===== src/rtl/recovery_ckpt_ctrl.sv =====
// Recovery checkpoint sequencer: copies the architectural regfile into the
// recovery file (save) and back (restore), one entry per cycle, stalling the core.
module recovery_ckpt_ctrl #(
  parameter int unsigned NUM_REGS = 32,
  parameter int unsigned DATA_W   = 32,
  parameter int unsigned ADDR_W   = 5,
  parameter int unsigned SKIP_X0  = 1
) (
  input  logic              clk,
  input  logic              rst_in,
  input  logic              ckpt_req,
  input  logic              rollback_req,
  output logic              busy,
  output logic              stall_o,
  output logic              done,
  output logic              ckpt_valid,
  output logic              rollback_err,
  output logic [ADDR_W-1:0] rf_ra,
  input  logic [DATA_W-1:0] rf_rd,
  output logic              rf_we,
  output logic [ADDR_W-1:0] rf_wa,
  output logic [DATA_W-1:0] rf_wd,
  output logic              rr_we,
  output logic [31:0]       rr_addr,
  output logic [DATA_W-1:0] rr_wd,
  input  logic [DATA_W-1:0] rr_rd
);

  localparam logic [ADDR_W-1:0] FIRST = (SKIP_X0 != 0) ? ADDR_W'(1) : ADDR_W'(0);
  localparam logic [ADDR_W-1:0] LAST  = ADDR_W'(NUM_REGS - 1);

  typedef enum logic [1:0] {IDLE, SAVE, RESTORE, DONE} state_t;

  state_t            state;
  logic [ADDR_W-1:0] idx;

  // Sequencer: state, index, checkpoint status and error pulse
  always_ff @(posedge clk) begin
    if (rst_in) begin
      state        <= IDLE;
      idx          <= FIRST;
      ckpt_valid   <= 1'b0;
      rollback_err <= 1'b0;
    end else begin
      rollback_err <= 1'b0;
      case (state)
        IDLE: begin
          idx <= FIRST;
          if (rollback_req) begin
            if (ckpt_valid) state <= RESTORE;
            else            rollback_err <= 1'b1;
          end else if (ckpt_req) begin
            state      <= SAVE;
            ckpt_valid <= 1'b0;
          end
        end
        SAVE: begin
          // A rollback during a save abandons the half-written checkpoint
          if (rollback_req) begin
            state        <= IDLE;
            idx          <= FIRST;
            rollback_err <= 1'b1;
          end else if (idx == LAST) begin
            state      <= DONE;
            ckpt_valid <= 1'b1;
          end else begin
            idx <= idx + ADDR_W'(1);
          end
        end
        RESTORE: begin
          if (idx == LAST) state <= DONE;
          else             idx   <= idx + ADDR_W'(1);
        end
        DONE: begin
          state <= IDLE;
          idx   <= FIRST;
        end
        default: begin
          state <= IDLE;
          idx   <= FIRST;
        end
      endcase
    end
  end

  // Copy datapath decoded from the registered state and index
  always_comb begin
    busy    = (state != IDLE);
    stall_o = busy;
    done    = (state == DONE);
    rf_ra   = '0;
    rf_we   = 1'b0;
    rf_wa   = '0;
    rf_wd   = '0;
    rr_we   = 1'b0;
    rr_addr = '0;
    rr_wd   = '0;
    case (state)
      SAVE: begin
        rf_ra   = idx;
        rr_addr = 32'(idx);
        rr_wd   = rf_rd;
        rr_we   = ~rollback_req;
      end
      RESTORE: begin
        rr_addr = 32'(idx);
        rf_wa   = idx;
        rf_wd   = rr_rd;
        rf_we   = 1'b1;
      end
      default: ;
    endcase
  end

endmodule


===== config.mk =====
export PLATFORM = sky130hd
export DESIGN_NAME = recovery_ckpt_ctrl
export DESIGN_NICKNAME = d
export VERILOG_FILES = /design/src/rtl/recovery_ckpt_ctrl.sv
export SDC_FILE = /design/constraint.sdc
export NUM_CORES = 1
export LEC_CHECK = 0
export CORE_MARGIN = 2
export CORE_UTILIZATION = 24
export DETAILED_ROUTE_END_ITERATION = 16
export PLACE_DENSITY = 0.79
export SYNTH_ARGS = -nofsm -noshare
export SYNTH_HDL_FRONTEND = slang
export SYNTH_SLANG_ARGS = --single-unit

===== constraint.sdc =====
create_clock -name clk -period 1.5 [get_ports clk]
set_input_delay 0.15 -clock clk [delete_from_list [all_inputs] [get_ports clk]]
set_output_delay 0.15 -clock clk [all_outputs]
set_load 0.03 [all_outputs]

==> results.ini, run 1 <==
[global_route]
grt_pass1_wl_um = 8240
first_global_vias = 1700
grt_overflow = 0
use_met3 = 0.0427
antenna_found_initial = 0
use_met2 = 0.338
track_usage = 0.173
grt_max_degree = 33
grt.busiest_layer = met2
met1_usage = 0.181

[placed_design]
gp_congestion = 0.819
dp_slack_ns = 0.00535
hpwlAfterDp_um = 4260
port_buffers = 153

[finish]
num_antenna_cells = 0
fill_cells = 425
nets = 414
seqCellArea_um2 = 188
areaGrowthSynthToFinish_pct = 162
multi_input_area_um2 = 1090
final_layout_size_suffix_gt1_frac = 0.512
final_core_util = 0.645

[floorplanning]
initial_utilization = 0.246
die_area_um2 = 5790
io_pins = 181
die_y_um = 76.1
rows = 26
die_w_um = 76.1
core_area_um2 = 5070

[hold_path]
hold_path_class = register to register

[worst_setup_path]
worstPathArrival_ns = 1.38
worstPathRequired_ns = 1.35
critPathBufInv = 3
crit_family = buffers and inverters
critPathLaunchType = register
cpMaxStageDelayCell = dfxtp_4
worstSetupPathType = register to output pin
end_kind = output pin
crit_chain = buf_4 > ha_4 > clkbuf_16 > and2_1 > buf_6
cpPeakStageDelay_ns = 0.35
crit_fanout = 16

[route]
remaining_drc_errors = 0
wirelength_um = 5350
drtIter0Drc = 41
vias_per_cell = 4.20
wl_per_cell_um = 13.0
vias = 1724
drtAntennaViolNets = 0
dr.pass1.iters = 4

[logic_synthesis]
yosysTopAreaCell = and2_1
yosys.area.top_type_share = 0.396
synth_edf_count = 0
ys_types = 27
seq_area_frac_synth = 0.144
yosys_warnings = 0
yosysMostFrequentCell = and2_1
synthTopCellsByCount = 79 x and2_1, 28 x buf_4, 9 x clkbuf_1, 9 x dfxtp_1, 7 x a21oi_1
synthTopCellsByArea = and2_1 40%, buf_4 17%, dfxtp_1 14%, ha_1 5.0%, a21oi_1 2.8%
avgSynthCellArea_um2 = 7.13
ys.flop_type = dfxtp_1
ys_ff_latch = 9
syn_inst = 175
syn-cell-area_um2 = 1250
ys_async_sr_fraction = 0

[sta]
setup_violations = 30
finalHoldViolCount = 0
whs_ns = 0.545
fin_crit_sh = 1.02
grt_setup_unrepaired = true
slew_violations = 0
fin_crit_ns = 1.53
fmax_mhz = 653
setup_ws_ns = -0.0317
clock_skew_ns = 0.00454

[run_status]
violations = negative setup slack
status = finished, violations left

[clocking]
clkTransAtPathRegs_ns = 0.05
clk_path_buf_depth = 2
clock-sinks = 9
ctsHtreeMaxLevel = 1
cts_root_buf = clkbuf_8
numCtsBuffers = 3
clk_latency_ns = 0.24
postCtsHoldBufs = 0
tritoncts = built

[power_and_ir_drop]
vdd_drop_max_v = 0.000193
powerDensity_nw_per_um2 = 366
p_leak_nw = 1.58

[job]
cap_viol_max_count = 0

[worst register-to-register path, cell delays in order (launching register included)]
cell and delay [ns]:
dfxtp_4 0.34, buf_4 0.14, ha_4 0.20, or3b_1 0.41
o21ai_0 0.10, o21ai_1 0.08
[state kept, by name, summed over array words and instances (netlist names)]
register	cells
idx	5
state	2
ckpt_valid	1
rollback_err	1
[cells in the final DEF (no fill, tap or decap), types with 5 or more instances in the layout]
master,n
buf_6,73
clkdlybuf4s50_1,68
and2_4,60
conb_1,27
buf_4,22
and2_1,19
a21oi_1,7
dfxtp_1,7
nor2_1,6
buf_12,5
[routing by layer]
metal / up-vias / wire, um
li1: 818 / -
met1: 782 / 1960
met2: 117 / 2840
met3: 7 / 460
met4: 0 / 86
met5: - / 0
[layout make-up]
cell class | count | share of cell area
timing repair buffer | 172 | 0.563
multi-input combinational | 149 | 0.332
sequential | 9 | 0.0573
tap | 70 | 0.0268
clock buffer | 4 | 0.0138
inverter | 6 | 0.00765
[final timing paths]
kind	startpoint	to	cells past startpoint	slack, ns
worst max-delay path	state[1]$_SDFFE_PP0P_	rf_wd[15]	5	-0.03
worst min-delay path	ckpt_valid$_SDFFE_PP0P_	ckpt_valid$_SDFFE_PP0P_	2	0.55
worst min register to register	ckpt_valid$_SDFFE_PP0P_	ckpt_valid$_SDFFE_PP0P_	2	0.55
worst max register to register	state[0]$_SDFFE_PP0P_	idx[0]$_SDFF_PP1_	5	0.11
[timing repair]
| action | CTS | global route |
|---|---|---|
| endpoints found under the setup margin | 80 | 74 |
| gates cloned | 1 | 1 |
| gates resized for setup | 93 | 54 |
| pin swaps | 1 | 0 |
| setup buffers | 3 | 3 |
[power by group]
group / total (W) / internal [W] / switching [W] / leakage, nW
sequential: 0.000249 / 0.000245 / 0.00000414 / 0.0746
clock: 0.000285 / 0.000186 / 0.0000998 / 0.0228
combinational: 0.000663 / 0.000343 / 0.000320 / 1.48
total: 0.00120 / 0.000773 / 0.000424 / 1.58
[through the flow]
step           TNS (ns)  total power, W  instances  area (um^2)
3_3_place_gp          0        0.000815        398         2650
3_5_place_dp          0        0.000818        398         2650
4_1_cts          -0.480         0.00118        406         3070
5_1_grt           -2.92         0.00124        410         3270
2_1_floorplan         0        0.000582        201         1350
6_report         -0.405         0.00120        410         3270
[cells by family after synthesis]
| logic type | count (synthesis) | share of synthesized area |
|---|---|---|
| AOI/OAI and AO/OA | 16 | 0.0732 |
| muxes | 1 | 0.00802 |
| buffers and inverters | 43 | 0.214 |
| DFF | 9 | 0.144 |
| adders and majority gates | 5 | 0.0502 |
| xor gates and xnor gates | 3 | 0.0211 |
| and+or+nand+nor | 97 | 0.486 |
| other | 1 | 0.00301 |
Power figures use the tool's default switching activity.
==> run 2: changes to the inputs <==
- PLACE_DENSITY: 0.79 -> 0.82
==> run 2 against run 1 <==
The flow still finishes with violations (negative setup slack). Via count down 3.0%. Combinational power is 3% lower. Worst hold slack better by 0.018 ns. Final cell count is 0.73% higher. Register-to-register slack got worse by 0.08 ns. Utilization about the same. Power is 1.0% lower. Global-route usage is 1.9 points lower. Clock skew grew 0.0021 ns. Clock power is 1% higher. Non-clock buffer count rose by 3. Routed wire length rose by 0.60%.
==> results.ini, run 2 (synthesis gave the netlist of run 1 again) <==
[run_status]
status = finished, violations left
violations = negative setup slack

[finish]
largest-register = idx
areaGrowthSynthToFinish_pct = 162
num_antenna_cells = 0
final_layout_size_suffix_gt1_frac = 0.481
reg.largest.list = idx (5), state (2)
nets = 417
mostFrequentLayoutCell = buf_6
final_core_util = 0.645
largest_register_ffs = 5
final_cell_mix = 81 x buf_6, 68 x clkdlybuf4s50_1, 47 x and2_4, 32 x and2_1, 27 x conb_1
fin_cells = 413

[clocking]
clock-sinks = 9
clk_path_buf_depth = 2
tritoncts = built
cts_root_buf = clkbuf_8
numCtsBuffers = 3
ctsHtreeMaxLevel = 1
clk_latency_ns = 0.24
clkTransAtPathRegs_ns = 0.05

[worst_setup_path]
end_kind = output pin
worstPathArrival_ns = 1.36
critPathLaunchType = register
worstSetupPathType = register to output pin
worstPathRequired_ns = 1.35
crit_fanout = 20

[route]
drtIter0Drc = 24
wirelength_um = 5380
vias = 1672
wl_per_cell_um = 13.0
drtAntennaViolNets = 0
remaining_drc_errors = 0
dr.pass1.iters = 4
vias_per_cell = 4.05

[power_and_ir_drop]
vdd_drop_max_v = 0.000440
power_w = 0.00118
p_leak_nw = 1.57
powerDensity_nw_per_um2 = 362

[global_route]
grt_pass1_wl_um = 7460
first_global_vias = 1539
grt_max_degree = 21
grt_overflow = 0
antenna_found_initial = 0
track_usage = 0.153

[floorplanning]
die_y_um = 76.1
die_area_um2 = 5790
rows = 26
core_area_um2 = 5070
initial_utilization = 0.246
io_pins = 181
die_w_um = 76.1

[sta]
setup_violations = 1
finalHoldViolCount = 0
slew_violations = 0
fin_crit_sh = 1.01
clock_skew_ns = 0.00667
grt_setup_unrepaired = true
setup_ws_ns = -0.00862
fin_crit_ns = 1.51
fmax_mhz = 663
whs_ns = 0.564

[placed_design]
port_buffers = 153
hpwlAfterDp_um = 3860
place_inst = 400
gp_congestion = 0.717
dp_slack_ns = 0.0661

[job]
cap_viol_max_count = 0

[hold_path]
hold_path_class = register to register

==> run 2: changes by cell type in the layout (fill, tap and decap cells not counted), sizes merged <==
| cell | previous run | this run |
|---|---|---|
| buf | 101 | 105 |
| dlygate4sd2 | 1 | 0 |
==> run 2: stage by stage <==
| step | area [um^2] | setup TNS [ns] |
|---|---|---|
| after floorplan | 1350 | 0 |
| final | 3270 | -0.00862 |
| after global routing | 3270 | -1.72 |
| after detailed placement | 2640 | 0 |
| after global placement | 2640 | 0 |
| after CTS | 2900 | -0.00272 |
==> run 2: where the power goes <==
part           total (W)  switching, W  internal [W]
Combinational   0.000644      0.000317      0.000327
Sequential      0.000252    0.00000595      0.000246
Clock           0.000289      0.000103      0.000186
Total            0.00118      0.000426      0.000759
==> run 2: final timing paths <==
kind	start	end	slack, ns	cells past startpoint
worst max-delay path	state[0]$_SDFFE_PP0P_	rr_wd[6]	-0.009	5
worst min-delay path	ckpt_valid$_SDFFE_PP0P_	ckpt_valid$_SDFFE_PP0P_	0.56	2
worst min register to register	ckpt_valid$_SDFFE_PP0P_	ckpt_valid$_SDFFE_PP0P_	0.56	2
worst max register to register	state[0]$_SDFFE_PP0P_	idx[0]$_SDFF_PP1_	0.03	6
==> run 2: what timing repair did <==
item | 4_1_cts | 5_1_grt
gates resized for setup | 41 | 103
setup buffers | 3 | 4
pin swaps | 2 | 2
hold buffers | 0 | 0
endpoints found under the setup margin | 82 | 79
gates cloned | 1 | 1
==> run 2: metal layers <==
| metal | vias up | share of wire | global-route usage |
|---|---|---|---|
| met1 | 749 | 0.36 | 0.162 |
| li1 | 829 | - | - |
| met2 | 86 | 0.56 | 0.301 |
| met4 | 0 | 0.013 | 0.0436 |
| met5 | - | 0 | 0 |
| met3 | 8 | 0.059 | 0.0332 |
==> run 2: critical path, cell delays in order (launching register included) <==
cell and delay (ns):
dfxtp_4 0.38, buf_12 0.11, ha_4 0.18, buf_8 0.15, and2_1 0.16, buf_6 0.14
==> run 2: cell type report <==
cell class / count / area [um^2]
well taps: 70 / 87.6
flip-flops and latches: 9 / 185
repair buffers: 175 / 1880
clock buffers: 4 / 45.0
fillers: 421 / 1800
inverters: 6 / 27.5
multi-input cells: 149 / 1050
